## config.mk

```make
export PLATFORM = sky130hd
export DESIGN_NAME = pw_trigger_pulse_gen_flat
export DESIGN_NICKNAME = d
export VERILOG_FILES = /design/src/rtl/pw_trigger_pulse_gen_if.sv /design/src/rtl/pw_trigger_pulse_gen.sv /design/src/flat_wrapper.sv
export SDC_FILE = /design/constraint.sdc
export NUM_CORES = 1
export LEC_CHECK = 0
export BUFFER_PORTS_ARGS = -buffer_cell sky130_fd_sc_hd__buf_4
export CAP_MARGIN = 20
export CORE_MARGIN = 10
export CORE_UTILIZATION = 45
export CTS_BUF_LIST = sky130_fd_sc_hd__clkbuf_8
export DETAILED_ROUTE_END_ITERATION = 16
export GPL_TIMING_DRIVEN = 0
export PLACE_DENSITY = 0.66
export SETUP_SLACK_MARGIN = 0.3
export SYNTH_ARGS = -nofsm -noshare
export SYNTH_HDL_FRONTEND = slang
export SYNTH_SLANG_ARGS = --single-unit
```

## constraint.sdc

```tcl
create_clock -name trigger_clk -period 3.35 [get_ports trigger_clk]
set_input_delay 0.335 -clock trigger_clk [delete_from_list [all_inputs] [get_ports trigger_clk]]
set_output_delay 0.335 -clock trigger_clk [all_outputs]
set_load 0.05 [all_outputs]
```

## src/rtl/pw_trigger_pulse_gen_if.sv

```systemverilog
// Match-in / trigger-out bundle between the controller side and the pulse generator.
interface pw_trigger_pulse_gen_if #(
  parameter int unsigned pDELAY_WIDTH = 20,
  parameter int unsigned pWIDTH_WIDTH = 17,
  parameter int unsigned pCOUNT_WIDTH = 8
);
  logic                    I_arm;
  logic                    I_match;
  logic [pDELAY_WIDTH-1:0] I_delay;
  logic [pWIDTH_WIDTH-1:0] I_width;
  logic [pWIDTH_WIDTH-1:0] I_gap;
  logic [pCOUNT_WIDTH-1:0] I_num_pulses;
  logic                    O_trigger;
  logic                    O_busy;
  logic                    O_done;
  logic [pCOUNT_WIDTH-1:0] O_pulse_count;

  modport master (
    output I_arm, I_match, I_delay, I_width, I_gap, I_num_pulses,
    input  O_trigger, O_busy, O_done, O_pulse_count
  );

  modport slave (
    input  I_arm, I_match, I_delay, I_width, I_gap, I_num_pulses,
    output O_trigger, O_busy, O_done, O_pulse_count
  );
endinterface

```

## src/rtl/pw_trigger_pulse_gen.sv

```systemverilog
// Trigger pulse-train generator: one programmable delay/width/gap train per arm.
module pw_trigger_pulse_gen #(
  parameter int unsigned pDELAY_WIDTH = 20,
  parameter int unsigned pWIDTH_WIDTH = 17,
  parameter int unsigned pCOUNT_WIDTH = 8
) (
  input  logic                   trigger_clk,
  input  logic                   reset_i,
  pw_trigger_pulse_gen_if.slave  bus_io
);

  localparam int unsigned CntWidth =
      (pDELAY_WIDTH > pWIDTH_WIDTH) ? pDELAY_WIDTH : pWIDTH_WIDTH;
  localparam logic [CntWidth-1:0]     CntOne   = 1;
  localparam logic [pWIDTH_WIDTH-1:0] WOne     = 1;
  localparam logic [pCOUNT_WIDTH-1:0] CountOne = 1;

  typedef enum logic [1:0] {StIdle, StDelay, StPulse, StGap} state_e;

  state_e                  state_q, state_d;
  logic [CntWidth-1:0]     cnt_q, cnt_d;
  logic [pWIDTH_WIDTH-1:0] width_q, width_d;  // latched width - 1
  logic [pWIDTH_WIDTH-1:0] gap_q, gap_d;      // latched gap - 1
  logic [pCOUNT_WIDTH-1:0] rem_q, rem_d;      // pulses remaining after the current one
  logic [pCOUNT_WIDTH-1:0] count_q, count_d;
  logic                    arm_q;
  logic                    armed_q, armed_d;
  logic                    trigger_q, trigger_d;
  logic                    busy_q, busy_d;
  logic                    done_q, done_d;
  logic                    accept;
  logic                    abort;

  assign abort  = (state_q != StIdle) && !bus_io.I_arm;
  assign accept = bus_io.I_match && armed_q && bus_io.I_arm;

  // State, counters, latched config and registered outputs.
  always_ff @(posedge trigger_clk) begin
    if (reset_i) begin
      state_q   <= StIdle;
      cnt_q     <= '0;
      width_q   <= '0;
      gap_q     <= '0;
      rem_q     <= '0;
      count_q   <= '0;
      arm_q     <= 1'b0;
      armed_q   <= 1'b0;
      trigger_q <= 1'b0;
      busy_q    <= 1'b0;
      done_q    <= 1'b0;
    end else begin
      state_q   <= state_d;
      cnt_q     <= cnt_d;
      width_q   <= width_d;
      gap_q     <= gap_d;
      rem_q     <= rem_d;
      count_q   <= count_d;
      arm_q     <= bus_io.I_arm;
      armed_q   <= armed_d;
      trigger_q <= trigger_d;
      busy_q    <= busy_d;
      done_q    <= done_d;
    end
  end

  // Next-state: phase sequencing, down-counter reloads, arm tracking and abort.
  // The delay phase also absorbs the fixed one-cycle acceptance latency, so it
  // lasts delay+1 cycles and a zero delay reaches PULSE after that single cycle.
  always_comb begin
    state_d = state_q;
    cnt_d   = cnt_q;
    width_d = width_q;
    gap_d   = gap_q;
    rem_d   = rem_q;
    count_d = count_q;
    done_d  = 1'b0;
    case (state_q)
      StIdle: begin
        if (accept) begin
          state_d = StDelay;
          cnt_d   = CntWidth'(bus_io.I_delay);
          width_d = (bus_io.I_width == '0) ? '0 : bus_io.I_width - WOne;
          gap_d   = (bus_io.I_gap == '0) ? '0 : bus_io.I_gap - WOne;
          rem_d   = (bus_io.I_num_pulses == '0) ? '0 : bus_io.I_num_pulses - CountOne;
          count_d = '0;
        end
      end
      StDelay: begin
        if (cnt_q == '0) begin
          state_d = StPulse;
          cnt_d   = CntWidth'(width_q);
        end else begin
          cnt_d = cnt_q - CntOne;
        end
      end
      StPulse: begin
        if (cnt_q == '0) begin
          count_d = count_q + CountOne;
          if (rem_q == '0) begin
            state_d = StIdle;
            done_d  = 1'b1;
          end else begin
            state_d = StGap;
            cnt_d   = CntWidth'(gap_q);
            rem_d   = rem_q - CountOne;
          end
        end else begin
          cnt_d = cnt_q - CntOne;
        end
      end
      StGap: begin
        if (cnt_q == '0) begin
          state_d = StPulse;
          cnt_d   = CntWidth'(width_q);
        end else begin
          cnt_d = cnt_q - CntOne;
        end
      end
      default: state_d = StIdle;
    endcase
    if (abort) begin
      state_d = StIdle;
      done_d  = 1'b0;
      count_d = count_q;
    end
    armed_d = armed_q;
    if (!bus_io.I_arm || done_d) begin
      armed_d = 1'b0;
    end else if (!arm_q) begin
      armed_d = 1'b1;
    end
  end

  // Outputs are registered copies of the next-state decode.
  always_comb begin
    trigger_d = (state_d == StPulse);
    busy_d    = (state_d != StIdle);
  end

  assign bus_io.O_trigger     = trigger_q;
  assign bus_io.O_busy        = busy_q;
  assign bus_io.O_done        = done_q;
  assign bus_io.O_pulse_count = count_q;

endmodule

```

## src/flat_wrapper.sv

```systemverilog
// flat-port wrapper written by rule: the top's interface ports become plain ports
module pw_trigger_pulse_gen_flat 
#(
  parameter int unsigned pDELAY_WIDTH = 20,
  parameter int unsigned pWIDTH_WIDTH = 17,
  parameter int unsigned pCOUNT_WIDTH = 8
)
  (trigger_clk, reset_i, bus_io_I_arm, bus_io_I_match, bus_io_I_delay, bus_io_I_width, bus_io_I_gap, bus_io_I_num_pulses, bus_io_O_trigger, bus_io_O_busy, bus_io_O_done, bus_io_O_pulse_count);
  pw_trigger_pulse_gen_if #(.pDELAY_WIDTH(pDELAY_WIDTH), .pWIDTH_WIDTH(pWIDTH_WIDTH), .pCOUNT_WIDTH(pCOUNT_WIDTH)) bus_io_i ();
  input  logic trigger_clk;
  input  logic reset_i;
  input wire logic [$bits(bus_io_i.I_arm)-1:0] bus_io_I_arm;
  input wire logic [$bits(bus_io_i.I_match)-1:0] bus_io_I_match;
  input wire logic [$bits(bus_io_i.I_delay)-1:0] bus_io_I_delay;
  input wire logic [$bits(bus_io_i.I_width)-1:0] bus_io_I_width;
  input wire logic [$bits(bus_io_i.I_gap)-1:0] bus_io_I_gap;
  input wire logic [$bits(bus_io_i.I_num_pulses)-1:0] bus_io_I_num_pulses;
  output wire logic [$bits(bus_io_i.O_trigger)-1:0] bus_io_O_trigger;
  output wire logic [$bits(bus_io_i.O_busy)-1:0] bus_io_O_busy;
  output wire logic [$bits(bus_io_i.O_done)-1:0] bus_io_O_done;
  output wire logic [$bits(bus_io_i.O_pulse_count)-1:0] bus_io_O_pulse_count;
  assign bus_io_i.I_arm = bus_io_I_arm;
  assign bus_io_i.I_match = bus_io_I_match;
  assign bus_io_i.I_delay = bus_io_I_delay;
  assign bus_io_i.I_width = bus_io_I_width;
  assign bus_io_i.I_gap = bus_io_I_gap;
  assign bus_io_i.I_num_pulses = bus_io_I_num_pulses;
  assign bus_io_O_trigger = bus_io_i.O_trigger;
  assign bus_io_O_busy = bus_io_i.O_busy;
  assign bus_io_O_done = bus_io_i.O_done;
  assign bus_io_O_pulse_count = bus_io_i.O_pulse_count;
  pw_trigger_pulse_gen #(.pDELAY_WIDTH(pDELAY_WIDTH), .pWIDTH_WIDTH(pWIDTH_WIDTH), .pCOUNT_WIDTH(pCOUNT_WIDTH)) u_core (.trigger_clk(trigger_clk), .reset_i(reset_i), .bus_io(bus_io_i));
endmodule
```

Word-level counts from Yosys, hierarchy flattened
Index checks and enable logic that the tools add are counted.
{"block": "word_totals", "output_inout_bits": 11, "inputBits": 66, "regBits": 77, "word_cells": 71}
{"block": "op_classes", "addsub": 6, "bitwise": 1, "mux": 25, "n_eq_ne": 8, "reduce_logical": 20}
{"operator": "$mux 20", "count": 4}
{"operator": "$pmux 20 s3", "count": 1}
{"operator": "$mux 8", "count": 6}
{"operator": "$logic_not 17->1", "count": 2}
{"operator": "$mux 17", "count": 2}
{"operator": "$sub 17x1->17 const B", "count": 2}
{"operator": "$pmux 8 s2", "count": 2}
{"operator": "$logic_not 20->1", "count": 1}
{"operator": "$sub 20x1->20 const B", "count": 1}
{"operator": "$logic_not 8->1", "count": 2}
{"operator": "$sub 8x1->8 const B", "count": 2}
{"operator": "$mux 2", "count": 5}
{"operator": "$add 8x1->8 const B", "count": 1}
{"operator": "$reduce_and 4->1", "count": 2}
{"operator": "$eq 2x2->1 const B", "count": 3}
{"operator": "$pmux 2 s3", "count": 1}
{"operator": "$reduce_bool 2->1", "count": 3}
{"operator": "$mux 1", "count": 4}
{"operator": "$ne 2x1->1 const B", "count": 2}
{"operator": "$reduce_and 2->1", "count": 2}
{"operator": "$reduce_or 2->1", "count": 2}
{"operator": "$logic_and 1x1->1", "count": 3}
{"operator": "$ne 3x3->1 const B", "count": 1}
{"operator": "$eq 2x1->1 const B", "count": 1}
{"operator": "other kinds (5)", "count": 5}

Logic depth before layout (Yosys ltp)
{"block": "logic_depth", "ltp_word": 7, "ltp_mapped": 9, "ltp_nobuf": 8}

Worst setup path after synthesis
No wires, ideal clock.
{"block": "synth_path", "path_kind": "input -> register", "start": "in bus_io_I_gap[9]", "end": "reg u_core.gap_q[11]", "path_buffers": 1, "required_time_ns": 3.235, "setup_time_ns": 0.115, "path_slack_ns": 0.754, "stages": 7, "arrival_time_ns": 2.481, "path_cell_list": "or4_4 or3_4 or3_4 or4_4 o21ai_4 buf_12 o21ai_2"}
{"block": "synth_via", "elab_chain_len": 2, "word_cells_on_any_way": 3, "classes_between": "add/sub (1); mux (1); reduce/logical (1)"}
{"item": "from (decl)", "line": "flat_wrapper.sv:16", "rtl": "input wire logic [$bits(bus_io_i.I_gap)-1:0] bus_io_I_gap;"}
{"item": "$sub 17x1->17 / $logic_not 17->1 (equally long branches)", "line": "pw_trigger_pulse_gen.sv:83", "rtl": "gap_d = (bus_io.I_gap == '0) ? '0 : bus_io.I_gap - WOne;"}
{"item": "$mux 17 *", "line": "pw_trigger_pulse_gen.sv:83"}
{"item": "to (signal assigned)", "line": "pw_trigger_pulse_gen.sv:55", "rtl": "gap_q <= gap_d;"}
{"item": "to (decl)", "line": "pw_trigger_pulse_gen.sv:23", "rtl": "logic [pWIDTH_WIDTH-1:0] gap_q, gap_d;"}
Every way passes the cells marked *; elsewhere a longest branch is shown, timed or not.
A chain may end at the register's enable or synchronous reset.

Worst setup path after layout
{"block": "layout_path", "start": "reg u_core.cnt_q[8]", "end": "reg u_core.rem_q[7]"}
{"block": "layout_via", "elab_chain_len": 3}
{"item": "from (decl)", "line": "pw_trigger_pulse_gen.sv:21", "rtl": "logic [CntWidth-1:0] cnt_q, cnt_d;"}
{"item": "from (signal assigned)", "line": "pw_trigger_pulse_gen.sv:53", "rtl": "cnt_q <= cnt_d;"}
{"item": "$logic_not 20->1", "line": "pw_trigger_pulse_gen.sv:97", "rtl": "if (cnt_q == '0) begin"}
{"item": "$ne 2x1->1 (no line)"}
{"item": "$reduce_and 4->1 (no line)"}
{"item": "to (signal assigned)", "line": "pw_trigger_pulse_gen.sv:56", "rtl": "rem_q <= rem_d;"}
{"item": "to (decl)", "line": "pw_trigger_pulse_gen.sv:24", "rtl": "logic [pCOUNT_WIDTH-1:0] rem_q, rem_d;"}
Every way passes these cells.

==> impl_results.md <==
- Synth Warn #: 0
- Critical Path Max Stage Delay: 0.57 ns
- Critical path buffers and inverters: 1
- Vias: roughly 4600
- Overall routing resource usage: 0.187
- Dpl hpwl: 10900 um
- CP startpoint: u_core.cnt_q[8]$_SDFFE_PP0P_
- Largest net degree at the start of global routing: 14
- Hold Path Stages: 2
- Cell Area, Synth: 4470 um2
- DRC violations left: 0
- P&R area growth vs syn: 22.2%
- Worst VDD drop: 0.000261 V
- WS Path Type: flip-flop to flip-flop
- Min Hold Slack: 0.186 ns
- CTS tree: done
- DR vias/cell: 5.70
- Routability congestion estimate: slightly above 0.9
- Clock Path Buffers: 2
- Worst Setup End Kind: flip-flop
- Final worst-path cycle share: 0.845
- CTS H-Tree Depth: 3
- Core Region: 9730 um2
- Pwr Density: roughly 420 nW/um2
- Max frequency: approximately 350 MHz
- Total Wirelength: between 10000 and 15000 um
- Maximum net fanout on the critical path: 9
- Clock Tree Root: clkbuf_8
- Starting Density: 0.459
- Unique masters post-synth: 54
- Worst slew margin: 0.503
- Initial antenna violation count: 0
- First-pass GRT wire length: 22300 um
- WP data arrival: 3.10 ns
- Post-synth EDFFs: 0
- Port-buffer cells: 76
- Hold Crit Start: bus_io_I_gap[0]
- Pleak: 0.00202 uW
- Routed len/inst: approximately 17 um
- Syn_area_per_cell: 7.78 um2
- Worst skew pair latency: 0.35 ns
- Top FF cell, synth: dfxtp_1
- WL met1: 6050 um
- CTS clk-pin slew, worst paths: 0.08 ns
- Status: completed
- Net count of the mapped netlist: 647
- Worst path depth: 7
- CP max stage cell: o31ai_1
- Worst-path cell chain: nor4_2, nand4_1, or2_1, clkbuf_1, o31ai_1, o21ai_0, a21oi_1
- Crit path max-delay family: simple AND/OR/NAND/NOR gates
- Top Ports: just under 80
- CP startpoint kind: flip-flop
- Synth area leaders: dfxtp_1 (35%), nor2_1 (5.6%), nand2_1 (5.1%)
- HP Class: input port to flip-flop
- Final Util: 0.561
- Highest metal used: met4
- Tmin final: 2.83 ns
- Final ANT Viol Nets: 0
- DIE HEIGHT: 120 um
- Largest area contributor in the netlist: dfxtp_1
- R2r worst-path depth: 7
- Commonest cells post-synth: dfxtp_1 (77), nor2_1 (67), nand2_1 (61)
- Synth Instances: 574
- Max-Cap Viols: 0
- CTS Buf Count: 9
- Synth Register Bits: 77
- CP required: 3.62 ns
- Final instance area: 5460 um2
- GRT overflow: 0
- Final nets: 739
- ANT cells: 0
- Met2 wire len: 6660 um
- Initial DRC count: 310
- Layout cells sized above 1: 0.186
- Die area: ~14000 um2
- Count leader, synth: dfxtp_1
- Asr flop ratio synth: 0
- Row count: 36
- Clock net sink count: 77
- Final setup TNS: 0 ns
- Worst Tran Pin Value: 0.746 ns
- Met3 wire len: 851 um
- Count of pins over their slew limit: 0
- Post-placement cell area: 5200 um2
- Worst r2r src: u_core.cnt_q[8]$_SDFFE_PP0P_
- Die W: 120 um
- Endpoints failing setup: 0
- Clk_skew: around 0.018 ns
- First-pass iteration count of the detailed router: 5
- Sequential share of the synthesized area: 0.345
- RSZ-0062 raised after global routing: no
- Top-area cell type share of the netlist area: 0.345
- Vias in the first global route: 4370
- Final hold viol count: 0
## kinds of logic after synthesis
| kind of cell | share of synthesized area |
|---|---|
| buf+inv | 0.0485 |
| xor+xnor | 0.0961 |
| simple gates | 0.252 |
| compound gates | 0.229 |
| flops | 0.345 |
| fa+ha+maj | 0.0196 |
| mux | 0.00952 |
## state kept, by name, indices dropped and copies added (netlist names), 2 cells and up
register / flops
u_core.cnt_q: 20
u_core.gap_q: 17
u_core.width_q: 17
u_core.bus_io.O_pulse_count: 8
u_core.rem_q: 8
u_core.state_q: 2
## placed cells by master (no fill, tap or decap), types with 4 or more instances in the layout
cell type	netlist	final
nor3_1	31	31
o21ai_1	6	6
a21oi_1	32	32
xor2_1	23	23
dfxtp_1	77	77
o22ai_1	11	11
o21ai_0	28	28
and3_1	5	5
xnor2_1	26	26
o221ai_1	4	4
o41ai_1	8	8
nor4_1	11	10
a211oi_1	17	17
nand3_1	15	15
nor2_1	67	66
nand4_1	12	12
or2_2	5	5
a221oi_1	12	12
ha_1	7	7
inv_1	21	21
o21ai_2	10	10
clkbuf_8	0	11
buf_4	0	81
nand2b_1	6	6
clkbuf_1	30	30
nand2_1	61	61
## power by group
part	total [uW]	switching [uW]	internal, uW	leakage, uW
logic	570	342	227	0.00129
registers	975	30.6	944	0.000624
clock network	745	358	387	0.000110
total	2290	731	1560	0.00202
## timing repair
action | in CTS | in global routing
hold buffers | 0 | 0
buffers inserted | 0 | 4
resized for setup | 1 | 1
setup endpoints to repair | 5 | 17
pin swaps | 0 | 2
## through the flow
step                      cells  total power [uW]  setup WS, ns
after floorplan             574              1340         0.754
after detailed placement    783              1530         0.220
after CTS                   799              2260         0.313
final                       804              2290         0.518
after global placement      783              1530         0.263
after global routing        804              2390         0.327
## final timing paths
check | endpoint | slack (ns)
worst max-delay path | u_core.rem_q[7]$_SDFFE_PP0P_ | 0.52
worst min-delay path | u_core.gap_q[0]$_SDFFE_PP0P_ | 0.19
worst max register to register | u_core.rem_q[7]$_SDFFE_PP0P_ | 0.52
worst min register to register | u_core.gap_q[16]$_SDFFE_PP0P_ | 0.47
## layout make-up
class                   instances  area [um2]
plain buffers                  32         138
clock buffers                  11         151
clock inverters                 5        57.6
fillers                       959        4270
inverters                      21        78.8
multi-input cells             444        2720
flip-flops and latches         77        1540
well taps                     133         166
repair buffers                 81         608
## layer usage
metal / track usage / vias to the layer above
li1: - / 2263
met1: 0.238 / 2137
met2: 0.316 / 163
met3: 0.0342 / 17
met4: 0.0543 / 0
met5: 0 / -
No activity file was read; power rests on OpenSTA's default activity.
